--- src/rtl/tcam_pkg.sv ---
// Shared types and width helpers for the TCAM search sequencer.
package tcam_pkg;

  typedef enum logic [1:0] {
    IDLE = 2'd0,
    RUN  = 2'd1,
    DONE = 2'd2
  } state_t;

  function automatic int unsigned clog2(input int unsigned v);
    int unsigned r;
    r = 0;
    for (int unsigned i = 0; i < 32; i++) begin
      if ((64'd1 << i) < 64'(v)) r = i + 1;
    end
    return r;
  endfunction

  function automatic int unsigned frag_wid(input int unsigned data_bits,
                                           input int unsigned fragments);
    return data_bits / fragments;
  endfunction

  function automatic int unsigned addr_wid(input int unsigned frag_bits,
                                           input int unsigned fw);
    return frag_bits + fw;
  endfunction

endpackage

--- src/rtl/tcam_match_accumulator.sv ---
// AND-accumulates per-fragment rule match vectors and counts returned responses.
module tcam_match_accumulator
  import tcam_pkg::*;
#(
  parameter int unsigned RULES = 8,
  parameter int unsigned CNT_W = 3
) (
  input  logic             clk,
  input  logic             reset,
  input  logic             clear,
  input  logic             beat,
  input  logic [RULES-1:0] data,
  output logic [RULES-1:0] acc_nxt,
  output logic             acc_zero_nxt,
  output logic [CNT_W-1:0] rsp_cnt
);

  logic [RULES-1:0] acc;

  // Next value exposed so the sequencer can register the result on the final beat.
  always_comb begin
    acc_nxt = acc;
    if (beat) acc_nxt = acc & data;
    acc_zero_nxt = (acc_nxt == '0);
  end

  always_ff @(posedge clk or posedge reset) begin
    if (reset) begin
      acc     <= '0;
      rsp_cnt <= '0;
    end else if (clear) begin
      acc     <= '1;
      rsp_cnt <= '0;
    end else if (beat) begin
      acc     <= acc_nxt;
      rsp_cnt <= rsp_cnt + CNT_W'(1);
    end
  end

endmodule

--- src/rtl/tcam_search_sequencer.sv ---
// Runs one fragmented TCAM search over SDRAM segment reads and reports the match.
// Optional early exit on an all-zero accumulator: define TCAM_EARLY_EXIT_EN.
module tcam_search_sequencer
  import tcam_pkg::*;
#(
  parameter int unsigned DATA_BITS = 10,
  parameter int unsigned FRAGMENTS = 5,
  parameter int unsigned FRAG_BITS = 3,
  parameter int unsigned RULES     = 8
) (
  input  logic                 clk,
  input  logic                 reset,
  input  logic                 i_key_valid,
  output logic                 o_key_ready,
  input  logic [DATA_BITS-1:0] i_key,
  output logic                 o_rd_req,
  input  logic                 i_rd_ack,
  output logic [addr_wid(FRAG_BITS, frag_wid(DATA_BITS, FRAGMENTS))-1:0] o_rd_addr,
  input  logic                 i_rd_valid,
  input  logic [RULES-1:0]     i_rd_data,
  output logic                 o_match_valid,
  output logic [RULES-1:0]     o_match_vec,
  output logic                 o_hit,
  output logic                 o_busy
);

  localparam int unsigned FRAG_WID = frag_wid(DATA_BITS, FRAGMENTS);
  localparam int unsigned ADDR_WID = addr_wid(FRAG_BITS, FRAG_WID);
  localparam int unsigned CNT_W    = clog2(FRAGMENTS + 1);

  state_t               state, state_nxt;
  logic [DATA_BITS-1:0] key_q;
  logic [DATA_BITS-1:0] key_shift;
  logic [CNT_W-1:0]     iss_cnt;
  logic [CNT_W-1:0]     rsp_cnt;
  logic [RULES-1:0]     acc_nxt;
  logic                 acc_zero_nxt;
  logic                 accept;
  logic                 beat;
  logic                 rd_req_c;
  logic [ADDR_WID-1:0]  rd_addr_c;
  logic                 done_beat_c;
  logic                 stop_c;

  assign accept    = (state == IDLE) && i_key_valid;
  // Responses beyond the issued count are protocol violations and are dropped.
  assign beat      = (state == RUN) && i_rd_valid && (rsp_cnt != iss_cnt);
  assign key_shift = key_q >> (FRAG_WID * 32'(iss_cnt));

  tcam_match_accumulator #(
    .RULES (RULES),
    .CNT_W (CNT_W)
  ) u_acc (
    .clk          (clk),
    .reset        (reset),
    .clear        (accept),
    .beat         (beat),
    .data         (i_rd_data),
    .acc_nxt      (acc_nxt),
    .acc_zero_nxt (acc_zero_nxt),
    .rsp_cnt      (rsp_cnt)
  );

  always_ff @(posedge clk or posedge reset) begin
    if (reset) state <= IDLE;
    else       state <= state_nxt;
  end

  always_comb begin
    state_nxt   = state;
    rd_req_c    = 1'b0;
    rd_addr_c   = '0;
    stop_c      = 1'b0;
    done_beat_c = 1'b0;
`ifdef TCAM_EARLY_EXIT_EN
    // A zero accumulator cannot recover, so stop issuing and drain what is in flight.
    stop_c      = acc_zero_nxt;
    done_beat_c = beat && ((rsp_cnt == CNT_W'(FRAGMENTS - 1)) ||
                           (acc_zero_nxt && ((rsp_cnt + CNT_W'(1)) == iss_cnt)));
`else
    done_beat_c = beat && (rsp_cnt == CNT_W'(FRAGMENTS - 1));
`endif
    case (state)
      IDLE: if (i_key_valid) state_nxt = RUN;
      RUN: begin
        rd_req_c = (iss_cnt < CNT_W'(FRAGMENTS)) && !stop_c;
        if (done_beat_c) state_nxt = DONE;
      end
      DONE:    state_nxt = IDLE;
      default: state_nxt = IDLE;
    endcase
    if (rd_req_c) rd_addr_c = {FRAG_BITS'(iss_cnt), key_shift[FRAG_WID-1:0]};
  end

  always_ff @(posedge clk or posedge reset) begin
    if (reset) begin
      key_q         <= '0;
      iss_cnt       <= '0;
      o_match_valid <= 1'b0;
      o_match_vec   <= '0;
      o_hit         <= 1'b0;
    end else begin
      o_match_valid <= done_beat_c;
      if (accept) begin
        key_q   <= i_key;
        iss_cnt <= '0;
      end else if (rd_req_c && i_rd_ack) begin
        iss_cnt <= iss_cnt + CNT_W'(1);
      end
      if (done_beat_c) begin
        o_match_vec <= acc_nxt;
        o_hit       <= !acc_zero_nxt;
      end
    end
  end

  assign o_key_ready = (state == IDLE);
  assign o_busy      = (state != IDLE);
  assign o_rd_req    = rd_req_c;
  assign o_rd_addr   = rd_addr_c;

endmodule

--- config.mk ---
export PLATFORM = sky130hd
export DESIGN_NAME = tcam_search_sequencer
export DESIGN_NICKNAME = d
export VERILOG_FILES = /design/src/rtl/tcam_pkg.sv /design/src/rtl/tcam_match_accumulator.sv /design/src/rtl/tcam_search_sequencer.sv
export SDC_FILE = /design/constraint.sdc
export NUM_CORES = 1
export LEC_CHECK = 0
export ABC_AREA = 1
export BUFFER_PORTS_ARGS = -buffer_cell sky130_fd_sc_hd__buf_2
export CELL_PAD_IN_SITES_DETAIL_PLACEMENT = 1
export CELL_PAD_IN_SITES_GLOBAL_PLACEMENT = 2
export CORE_UTILIZATION = 30
export DETAILED_ROUTE_END_ITERATION = 8
export MAX_ROUTING_LAYER = met4
export PLACE_DENSITY = 0.83
export SETUP_SLACK_MARGIN = 0.2
export SLEW_MARGIN = 20
export SYNTH_ARGS = -nofsm -noshare
export SYNTH_HDL_FRONTEND = slang
export SYNTH_SLANG_ARGS = --single-unit
--- constraint.sdc ---
create_clock -name clk -period 1.6 [get_ports clk]
set_input_delay 0.16 -clock clk [delete_from_list [all_inputs] [get_ports clk]]
set_output_delay 0.16 -clock clk [all_outputs]
set_load 0.02 [all_outputs]
==> key figures <==
Outcome
  • Result of the run: complete, but fails checks
  • Violated checks: negative setup slack

STA
  • Final setup violation count: 2
  • Pin slew with the least headroom to its limit: 0.467 ns
  • Final slew viol count: 0
  • Final Hold Slack: 0.0620 ns
  • Post-route clock skew: 0.00408 ns
  • Final critical delay including setup and external delays: 1.67 ns
  • Setup repair after global routing missed its margin: yes
  • Fraction of the cycle the final worst path needs: 1.04
  • Number of failing hold endpoints at the final stage: 0
  • Fmax achieved: 0.599 GHz
  • Final Worst Setup Slack: -0.0688 ns
  • Relative max-transition margin: 0.688

Yosys
  • Count of synthesis-stage warnings from yosys: 0
  • Sequential cell area fraction in the yosys report: 0.533
  • Total nets after synthesis: 224
  • Main combinational cell family by area after synthesis: simple AND/OR/NAND/NOR gates
  • Simple logic cell fraction of the synthesized area: 0.283
  • Proportion of synthesized area in mux cells: 0
  • Count of distinct cell types in the synthesized netlist: 22
  • Cells after synthesis: 198
  • Adder-cell area share of the yosys netlist: 0.0222
  • Cell area after technology mapping: 0.00169 mm2
  • Xor and xnor area share after synthesis: 0.00518
  • Average size of a mapped cell: 8.54 um2
  • Post-synthesis sequential element count: 36
  • Compound-gate portion of the synthesized area: 0.0939

Layout
  • Commonest cells after routing, fill and taps aside: 59 x nand2_1, 34 x dfrtp_1, 33 x buf_2
  • Layout cells sized above 1: 0.513
  • Area added between synthesis and finish: 54.1%
  • Most frequent standard cell in the layout excluding fill and tap cells: nand2_1
  • Number of antenna cells inserted: 0
  • Post-route core utilization: 0.495
  • Post-layout net count: 303
  • Post-Layout Inst Area: 0.00261 mm2

Global routing
  • Wire length of the first global-routing pass: 7.75 mm
  • GR Util met2: 0.283
  • Met1 routing resource usage after global routing: 0.210
  • Grt total ovfl: 0
  • Initial antenna violation count: 0
  • Busiest grt layer: met2
  • Via count of the first global-routing pass: 1,583
  • Met3 track demand over resource: 0.0369
  • Pin count of the biggest net entering global routing: 37
  • Total GRT Usage: 0.174

Route
  • DR WL/cell: 14.3 um
  • DRC: 0
  • Vias/cell: 4.54
  • Total number of vias: 1,574
  • Final wirelength: 4.95 mm
  • Final ANT Viol Nets: 0
  • DRT iter0 DRCs: 60
  • Detailed Routing Iterations Pass 1: 3

Die
  • Die H: 77.1 um
  • Starting Density: 0.321
  • Horiz. Die Dim: 77.1 um
  • Number of top-level pins: 41
  • Die area: 0.00594 mm2
  • Area of the placeable core: 0.00527 mm2
  • Number of rows in the core area: 26

Critical path
  • Beginning of the critical path: iss_cnt[1]
  • Element type at the critical path start: register
  • Critical Path AT: 1.51 ns
  • Slowest-stage cell, CP: dfrtp_1
  • Largest fanout of any net on the critical path: 4
  • Reg-to-Reg Start: state[0]
  • Critical Path RT: 1.44 ns
  • Critical path start-end classification: reg2out
  • Crit-path max cell delay: 0.42 ns
  • Worst-path cell chain: inv_2 -> buf_4 -> a21oi_1 -> a32o_2 -> o21ai_2 -> buf_6
  • Sort of element at the end of the critical path: primary output

Power
  • Switching fraction of total power: 0.430
  • Static power due to leakage: 1.34 nW
  • Internal cell power: 3.18 mW
  • Cell area power density: 2140 mW/mm2
  • Worst vdd ir: 0.000600 V
  • Fraction of power consumed by combinational cells: 0.583
  • Sw Pwr: 2.40 mW
  • Clk network pwr share: 0.125
  • Flop pwr share: 0.292

Hold path
  • Beginning of the worst hold path: i_key[4]
  • Min-Delay Path Class: in2reg

Placed design
  • Final RePlAce weighted congestion: 0.707
  • Area after DPL: 0.00207 mm2
  • Sum of net half-perimeters after detailed placement: 3.05 mm
  • # port buffers: 40

Clock tree
  • CTS tree: yes
  • Max H-tree Level: 2
  • Buffer levels on the longest clock path: 2
  • Clk_lat worst skew: 0.29 ns
  • Num Clock Sinks: 36
  • Number of clock buffers inserted by TritonCTS: 5
  • CTS root buffer: clkbuf_8
  • Clk slew on worst S/H paths: 0.07 ns

Job
  • Number of maximum-capacitance violations: 0
[critical path, delay by kind of cell (launching register included)]
family / cells / cell delay [ns]
AOI/OAI and AO/OA: 3 / 0.42
DFF: 1 / 0.42
buffers and inverters: 3 / 0.38
[cell type report]
class	count	area, um2
Clock buffer	7	96.3
Sequential cell	36	903
Inverter	22	98.8
Tap cell	70	87.6
Multi-Input combinational cell	138	876
Fill cell	643	2660
Timing Repair Buffer	74	544
[cells by family after synthesis]
| kind of cell | count (synthesis) |
|---|---|
| compound gates | 26 |
| xor+xnor | 1 |
| fa+ha+maj | 3 |
| buf+inv | 26 |
| flops | 36 |
| simple gates | 106 |
[power groups by stage]
stage,sequential [mW],combinational (mW),clock (mW)
floorplan,1.69,1.31,0
global placement,1.58,2.18,0
detailed placement,1.59,2.23,0
CTS,1.59,2.61,0.726
global route,1.70,3.55,0.757
finish,1.63,3.26,0.701
[state kept, by name, summed over array words and instances, names as in the netlist]
signal and cells:
iss_cnt 3, key_q 10, o_hit 1, o_match_valid 1, o_match_vec 8, state 2, u_acc.acc 8, u_acc.rsp_cnt 3
[stage by stage]
stage               setup TNS [ns]  worst slack [ns]  total power, mW  std cells
finish                      -0.102           -0.0688             5.59        347
global route                -0.401            -0.116             6.00        347
CTS                        -0.0795           -0.0593             4.93        339
detailed placement               0            0.0229             3.82        318
global placement                 0            0.0689             3.76        318
floorplan                        0             0.145             3.00        198
[path summary, 6_finish.rpt]
path                                    end  slack [ns]  depth (start not counted)
min in group asynchronous  u_acc.rsp_cnt[1]        0.52                          4
max in group asynchronous        iss_cnt[0]        0.73                          4
setup reg to reg                      o_hit        0.02                         13
setup / recovery               o_rd_addr[1]       -0.07                          6
hold reg to reg              o_match_vec[6]        0.48                          2
hold / removal                     key_q[4]        0.06                          3
[cells in the mapped netlist]
library cell	n	area, um2
a21oi_1	4	20.0
a32o_1	2	20.0
buf_6	1	11.3
clkbuf_1	3	11.3
dfrtp_1	36	901
ha_1	3	37.5
inv_1	20	75.1
inv_2	1	3.75
inv_4	1	6.26
nand2_1	75	282
nand2_2	6	37.5
nand2_4	1	11.3
nand3_1	7	35.0
nand3_4	1	17.5
nand3b_1	3	22.5
nor2_1	11	41.3
nor2_4	1	11.3
nor2_8	1	20.0
o21ai_0	14	70.1
o21ai_1	1	5.00
o21ai_2	5	43.8
xnor2_1	1	8.76
[metal layers]
metal / up-vias / share of wire
met5: - / 0
met4: 0 / 0.016
met3: 7 / 0.026
met2: 22 / 0.53
met1: 765 / 0.42
li1: 780 / -
[timing repair]
item	in CTS	in global routing
setup endpoints to repair	20	41
gates cloned	1	1
setup buffers	12	7
pin swaps	7	5
hold buffers	1	0
hold endpoints to repair	36	0
resized for setup	33	58
(Power assumes the default switching activity.)
